**src/rtl/atm_pkg.sv**
```systemverilog
// rtl/atm_pkg.sv - shared cell geometry constants, FSM state type and counter helper
package atm_pkg;

    localparam int CELL_BYTES = 53;
    localparam int HDR_BYTES  = 4;
    localparam int HEC_IDX    = 4;

    localparam logic [5:0] LAST_IDX = 6'(CELL_BYTES - 1);

    typedef enum logic [1:0] {
        IDLE,
        RECV,
        CHECK,
        SEND
    } rx_state_e;

    function automatic logic [15:0] sat_inc(input logic [15:0] v);
        return (v == 16'hFFFF) ? v : v + 16'd1;
    endfunction

endpackage

```
**src/rtl/atm_hec_crc8.sv**
```systemverilog
// rtl/atm_hec_crc8.sv - one octet step of the HEC CRC-8 (x^8+x^2+x+1), MSB first
module atm_hec_crc8 (
    input  logic [7:0] crc_in,
    input  logic [7:0] data,
    output logic [7:0] crc_out
);

    logic [7:0] c;

    always_comb begin
        c = crc_in ^ data;
        for (int i = 0; i < 8; i++) begin
            c = c[7] ? ({c[6:0], 1'b0} ^ 8'h07) : {c[6:0], 1'b0};
        end
        crc_out = c;
    end

endmodule

```
**src/rtl/atm_utopia_rx_cell.sv**
```systemverilog
// rtl/atm_utopia_rx_cell.sv - Utopia Rx cell receiver: buffers one cell, checks HEC, streams it to the router
module atm_utopia_rx_cell
    import atm_pkg::*;
#(
    parameter logic [7:0] HEC_COSET = 8'h55,
    parameter bit         DROP_BAD  = 1'b1
) (
    input  logic        clk,
    input  logic        rst,
    output logic        Rx_clk,
    input  logic [7:0]  Rx_data,
    input  logic        Rx_soc,
    output logic        Rx_en,
    input  logic        Rx_clav,
    output logic [7:0]  cell_data,
    output logic        cell_valid,
    output logic        cell_sop,
    output logic        cell_eop,
    output logic        cell_err,
    input  logic        cell_ready,
    output logic [15:0] hec_err_cnt,
    output logic [15:0] cell_cnt
);

    logic [7:0] cell_buf [CELL_BYTES];
    rx_state_e  state;
    logic [5:0] wr_idx;
    logic [5:0] rd_idx;
    logic       started;
    logic       rst_ok;
    logic [7:0] crc;
    logic [7:0] crc_next;
    logic       capture;
    logic       wr_en;
    logic [5:0] wr_addr;
    logic       hec_bad;

    assign Rx_clk  = clk;
    assign capture = (state == RECV) && !Rx_en;
    assign wr_en   = capture && (Rx_soc || started);
    assign wr_addr = Rx_soc ? 6'd0 : wr_idx;
    assign hec_bad = ((crc ^ HEC_COSET) != cell_buf[HEC_IDX]);

    // A start-of-cell octet always restarts the CRC from zero.
    atm_hec_crc8 u_hec (
        .crc_in  (Rx_soc ? 8'h00 : crc),
        .data    (Rx_data),
        .crc_out (crc_next)
    );

    always_ff @(posedge clk) begin
        if (wr_en) begin
            cell_buf[wr_addr] <= Rx_data;
        end
    end

    always_ff @(posedge clk or negedge rst) begin
        if (!rst) begin
            state       <= IDLE;
            Rx_en       <= 1'b1;
            wr_idx      <= 6'd0;
            rd_idx      <= 6'd0;
            started     <= 1'b0;
            rst_ok      <= 1'b0;
            crc         <= 8'h00;
            cell_valid  <= 1'b0;
            cell_data   <= 8'h00;
            cell_sop    <= 1'b0;
            cell_eop    <= 1'b0;
            cell_err    <= 1'b0;
            hec_err_cnt <= 16'd0;
            cell_cnt    <= 16'd0;
        end else begin
            // Holds off the first PHY read until the second edge after release.
            rst_ok <= 1'b1;
            case (state)
                IDLE: begin
                    if (Rx_clav && rst_ok) begin
                        state   <= RECV;
                        Rx_en   <= 1'b0;
                        started <= 1'b0;
                        wr_idx  <= 6'd0;
                    end
                end
                RECV: begin
                    if (capture) begin
                        if (Rx_soc) begin
                            started <= 1'b1;
                            wr_idx  <= 6'd1;
                            crc     <= crc_next;
                        end else if (started) begin
                            if (wr_idx < 6'(HDR_BYTES)) begin
                                crc <= crc_next;
                            end
                            if (wr_idx == LAST_IDX) begin
                                Rx_en <= 1'b1;
                                state <= CHECK;
                            end else begin
                                wr_idx <= wr_idx + 6'd1;
                            end
                        end
                    end
                end
                CHECK: begin
                    if (hec_bad) begin
                        hec_err_cnt <= sat_inc(hec_err_cnt);
                    end
                    if (hec_bad && DROP_BAD) begin
                        state <= IDLE;
                    end else begin
                        state    <= SEND;
                        cell_err <= hec_bad;
                        rd_idx   <= 6'd0;
                    end
                end
                SEND: begin
                    if (!cell_valid) begin
                        cell_valid <= 1'b1;
                        cell_data  <= cell_buf[0];
                        cell_sop   <= 1'b1;
                        cell_eop   <= 1'b0;
                    end else if (cell_ready) begin
                        if (rd_idx == LAST_IDX) begin
                            cell_valid <= 1'b0;
                            cell_eop   <= 1'b0;
                            cell_err   <= 1'b0;
                            cell_cnt   <= sat_inc(cell_cnt);
                            state      <= IDLE;
                        end else begin
                            rd_idx    <= rd_idx + 6'd1;
                            cell_data <= cell_buf[rd_idx + 6'd1];
                            cell_sop  <= 1'b0;
                            cell_eop  <= ((rd_idx + 6'd1) == LAST_IDX);
                        end
                    end
                end
                default: state <= IDLE;
            endcase
        end
    end

endmodule

```
**config.mk**
```make
export PLATFORM = sky130hd
export DESIGN_NAME = atm_utopia_rx_cell
export DESIGN_NICKNAME = d
export VERILOG_FILES = /design/src/rtl/atm_pkg.sv /design/src/rtl/atm_hec_crc8.sv /design/src/rtl/atm_utopia_rx_cell.sv
export SDC_FILE = /design/constraint.sdc
export NUM_CORES = 1
export LEC_CHECK = 0
export BUFFER_PORTS_ARGS = -buffer_cell sky130_fd_sc_hd__buf_2
export CAP_MARGIN = 20
export CORE_UTILIZATION = 40
export CTS_CLUSTER_SIZE = 24
export DETAILED_ROUTE_END_ITERATION = 6
export GPL_TIMING_DRIVEN = 0
export PLACE_DENSITY = 0.66
export SYNTH_ARGS = -nofsm -noshare
export SYNTH_HDL_FRONTEND = slang
export SYNTH_SLANG_ARGS = --single-unit
```
**constraint.sdc**
```tcl
create_clock -name clk -period 2.75 [get_ports clk]
set_input_delay 0.825 -clock clk [delete_from_list [all_inputs] [get_ports clk]]
set_output_delay 0.825 -clock clk [all_outputs]
set_load 0.05 [all_outputs]
```
======== Word-level counts from Yosys, hierarchy flattened ========
Memories as Yosys holds them, arrays and structs flattened.
Cells that the tools add are included.
storage, ports and cells
  bits of input ports ..................... 13
  latch bits .............................. 0
  bits in registers ....................... 69
  output and inout bits ................... 46
  memory bits (writable) .................. 424
  memories kept ........................... 1
  memory bits (read-only) ................. 0
  word-level logic and storage cells ...... 139
operators by class
  reduce and logical (&&, ||, !) cells .... 21
  magnitude comparators ................... 1
  bitwise operators ....................... 12
  multiplexer cells ....................... 62
  eq/ne operators ......................... 24
  shift operators ......................... 0
  add/subtract/negate cells ............... 4
  divide/modulo/power cells ............... 0
  multiply operators ...................... 0
memories
  name      words  width  read ports  clocked after Yosys merged registers in  write ports  line                      source
  cell_buf  53     8      3           0                                        1            atm_utopia_rx_cell.sv:25  logic [7:0] cell_buf [CELL_BYTES];
operators with widths
  operator                                                                      count
  6-bit two-way mux                                                             10
  8-bit two-way mux                                                             7
  16-bit by 1-bit adder with 16-bit output, second input constant               2
  16-bit equality test, second input constant                                   2
  3-bit two-way mux                                                             8
  3-bit inverter                                                                8
  6-bit one-hot mux with 2 select lines                                         2
  1-bit two-way mux                                                             22
  2-bit != test, second input constant                                          11
  5-bit AND reduction                                                           4
  6-bit equality test, second input constant                                    3
  2-bit two-way mux                                                             9
  6-bit by 1-bit adder with 6-bit output, second input constant                 2
  8-bit != test                                                                 1
  2-bit one-hot mux with 4 select lines                                         1
  4-bit AND reduction                                                           2
  8-bit AND reduction                                                           1
  2-bit nonzero test                                                            4
  8-bit XOR                                                                     1
  6-bit by 3-bit less-than comparator with 1-bit output, second input constant  1
  3-bit != test, second input constant                                          2
  1-bit one-hot mux with 2 select lines                                         3
  3-bit AND reduction                                                           2
  6-bit AND reduction                                                           1
  other kinds (10)                                                              15

======== Depth between registers and ports, before layout ========
  depth in word-level cells ............... 21
  depth in mapped cells ................... 15
  mapped depth without buffers ............ 8

======== By module ========
From an unflattened synthesis, not the netlist that was laid out.
unflattened totals
  cells, all modules ...................... 1183
  area, all modules ....................... 20339.5 um2
modules (own cells, without submodules)
  module              times used  area an instance (um2)  cells each  seq. area each (um2)
  atm_utopia_rx_cell  1           20133.1                 1162        14435.1
  atm_hec_crc8        1           206.4                   21          0.0

==> impl_metrics.tcl <==
set metrics [dict create \
    status "finished with violations" \
    failed_checks "negative setup slack" \
    cell_internal_pwr_mw 12.4 \
    max_clock_freq_ghz 0.337 \
    numPortBuffers 56 \
    cp_top_family "simple AND/OR/NAND/NOR gates" \
    startpoint_type "flip-flop" \
    r2r_start "state[0]$_DFFE_PN0P_" \
    grt_setup_unrepaired "yes" \
    layout_setup_ws_ns -0.213 \
    grt.overflow.total 0 \
    worst_slew_margin_rel 0.276 \
    layoutNonFillerInstCount 2137 \
    synthesis.instances 1278 \
    clkSlewWorstSetupHoldPaths_ns 0.06 \
    grt.met3_usage 0.0437 \
    core_region_area_um2 50500 \
    dieArea_um2 52400 \
    dp_cells 2010 \
    class_of_the_tightest_hold_or_removal_check "in -> async" \
    power_frac_clock 0.466 \
    fin_skew_ns 0.0221 \
    floorplan.die.height_um 229 \
    area_growth_pct 18.8 \
    async_reset_ff_frac 0.138 \
    critical_path_required_ns 3.10 \
    tritoncts "done" \
    drive_gt1_frac 0.274 \
    global_route_layer_with_the_greatest_usage "met2" \
    floorplan.io_pins 59 \
    reg2reg_setup_slack_ns -0.21 \
    drt-vias-per-instance 5.65 \
    synth_enable_flop_cells 424 \
    timing.critical_path.depth 6 \
    ys.warnings.count 0 \
    critical_path_buf_inv_count 0 \
    power.share.combinational 0.015 \
    finalHoldWorstSlack_ns 0.251 \
    r2r_cells 6 \
    drtPass1Iterations 6 \
    grt_pass1_wl_um 76400 \
    grt_max_degree 69 \
    netlist-cell-type-count 69 \
    power.net_switching_mw 3.22 \
    critical_path.max_fanout 8 \
    starting_density_of_the_core 0.408 \
    final-max-slew-violation-count 0 \
    end_of_the_worst_register_to_register_path "cell_buf[46][5]$_DFFE_PP_" \
    worst-slew-pin-transition_ns 1.09 \
    ffs_latches_synth 492 \
    grt_pass1_vias 11900 \
    path_class "reg -> reg" \
    detail_route.wl_per_cell_um 24.3 \
    post_synth_top_area_share 0.619 \
    grt.met2_usage 0.318 \
    detail-route-antenna-nets 0 \
    synth.top_cells.by_area "edfxtp_1 62%, mux4_2 9.5%, dfrtp_1 8.1%" \
    vdd.ir_drop.worst_uv 778 \
    finalCoreUtilization 0.484 \
    grt_antenna_before_repair 1 \
    critical_path.endpoint "cell_buf[46][5]$_DFFE_PP_" \
    drc 0 \
    min_period_over_period 1.08 \
    seq_power_share 0.518 \
    initialDrtViolationCount 1266 \
    netlist.top_cell.by_area "edfxtp_1" \
    cp_slowest_stage_delay_ns 0.68 \
    final_net_count 1443 \
    worstSkewPairLatency_ns 0.72 \
    insertedDiodeCount 0 \
    crit_path_max_delay_cell_type "nor2_2" \
    finalHoldViolations 0 \
    syn-mean-instance-area_um2 16.1 \
    synth_seq_area_share 0.702 \
    die-width_um 229 \
    dominantRegCellSynth "edfxtp_1" \
    timing.critical_path.cells "nand2b_1 -> nor2_1 -> and3_1 -> and2_1 -> nand3_1 -> nor2_2" \
    timing.critical_path.to_type "flip-flop" \
    power_per_cell_area_nw_per_um2 640 \
    setup_total_negative_slack_ns -15.88 \
    gr-usage-met1 0.264 \
    cap_viol_max_count 0 \
    power.total_mw 15.6 \
    overall_track_demand_over_capacity_in_global_routing 0.198 \
    detailed_route_via_count 12100 \
    crit_arrival_ns 3.32 \
    cp-startpoint "state[0]$_DFFE_PN0P_" \
    synth_nets 1298 \
    finalSetupViolations 135 \
    hpwlAfterDp_um 33500 \
    finalCriticalPeriod_ns 2.96 \
    swShare 0.206 \
    power_leakage_nw 8.14 \
    detail_route.wirelength_um 52000 \
    routabilityCongestion 0.931 \
    synth_area_um2 20600 \
    num_rows 82 \
]
==> metrics by stage <==
stage / setup slack (ns) / instance area, µm²
floorplan: 0.0182 / 20600
global placement: -1.14 / 21700
detailed placement: -1.09 / 21800
CTS: -0.150 / 23900
global route: -0.233 / 24400
finish: -0.213 / 24400
==> cell usage after synthesis (6+ instances only) <==
cell      number
clkbuf_1      19
a31oi_1       14
buf_4         13
mux2_2        13
xnor2_1       45
xor2_1        21
dfrtp_1       67
nor3_1        30
nand4_1       24
nand3_1       38
or3_1          6
buf_2         27
ha_1           7
nor2_1       104
edfxtp_1     424
inv_1         16
nor4_1         8
and3_1        10
mux2i_1       35
nand2_1      126
o21ai_0       25
a21oi_1       19
nor2b_1       15
mux4_2        87
==> kinds of logic after synthesis <==
kind of cell	after synthesis	share of synthesized area
AOI/OAI and AO/OA	112	0.0386
adders and majority gates	7	0.00426
buffers and inverters	79	0.0198
DFF	492	0.702
xor gates and xnor gates	70	0.0316
other	2	0.000365
muxes	135	0.119
and+or+nand+nor	381	0.0846
==> repair_timing <==
action / CTS / global route
buffers inserted: 5 / 19
pin swaps: 13 / 11
hold buffers: 0 / 0
endpoints found under the setup margin: 283 / 338
resized for setup: 79 / 60
cloned: 0 / 3
==> routing by layer <==
layer,vias to the layer above,share of wire
met1,6217,0.41
met3,104,0.080
li1,5231,-
met2,518,0.48
met4,2,0.030
met5,-,0.00025
==> registers in the layout (all words and copies together) (netlist names) <==
name and flops:
state 2, cell_valid 1, rst_ok 1, Rx_en 1
hec_err_cnt 16, started 1, wr_idx 6, cell_eop 1
cell_cnt 16, rd_idx 6, cell_buf 424, crc 8
cell_data 8, cell_sop 1
==> cell usage in the layout, fill, tap and decap left out, types with 14 or more instances in the layout <==
cell type and count:
a21oi_1 19, buf_2 67, buf_4 37, clkbuf_1 20
clkbuf_16 59, dfrtp_1 66, edfxtp_1 424, inv_1 15
mux2i_1 32, mux4_2 87, nand2_1 125, nand3_1 38
nand4_1 24, nor2_1 66, nor2_2 33, nor2b_1 14
nor3_1 29, o21ai_0 22, xnor2_1 42, xor2_1 21
==> power by group through the flow <==
stage / clock network (mW) / registers (mW) / logic (mW)
after floorplan: 0.0784 / 8.27 / 0.0758
after detailed placement: 0.0889 / 8.27 / 0.231
after CTS: 7.38 / 8.11 / 0.232
after global routing: 7.63 / 8.11 / 0.264
final: 7.30 / 8.11 / 0.241
after global placement: 0.0889 / 8.27 / 0.221
==> how the worst min path moves through the flow <==
stage	cells after the start	slack, ns	from	endpoint
2_1_floorplan	2	0.51	crc[1]$_DFFE_PN0P_	crc[1]$_DFFE_PN0P_
3_3_place_gp	1	0.47	cell_cnt[14]$_DFFE_PN0P_	cell_cnt[14]$_DFFE_PN0P_
3_5_place_dp	1	0.48	cell_cnt[15]$_DFFE_PN0P_	cell_cnt[15]$_DFFE_PN0P_
4_1_cts	1	0.27	rst	hec_err_cnt[6]$_DFFE_PN0P_
5_1_grt	1	0.32	rst	cell_cnt[8]$_DFFE_PN0P_
6_report	1	0.25	rst	cell_cnt[14]$_DFFE_PN0P_
==> area by class of cell <==
class / count / area [µm²]
fill: 4250 / 26000
sequential: 492 / 14400
multi-input combinational: 707 / 6140
clock buffer: 65 / 1460
tap: 672 / 841
timing repair buffer: 90 / 668
buffer: 61 / 507
clock inverter: 34 / 313
inverter: 16 / 72.6
Note: power is estimated with default switching activity, not from simulation.
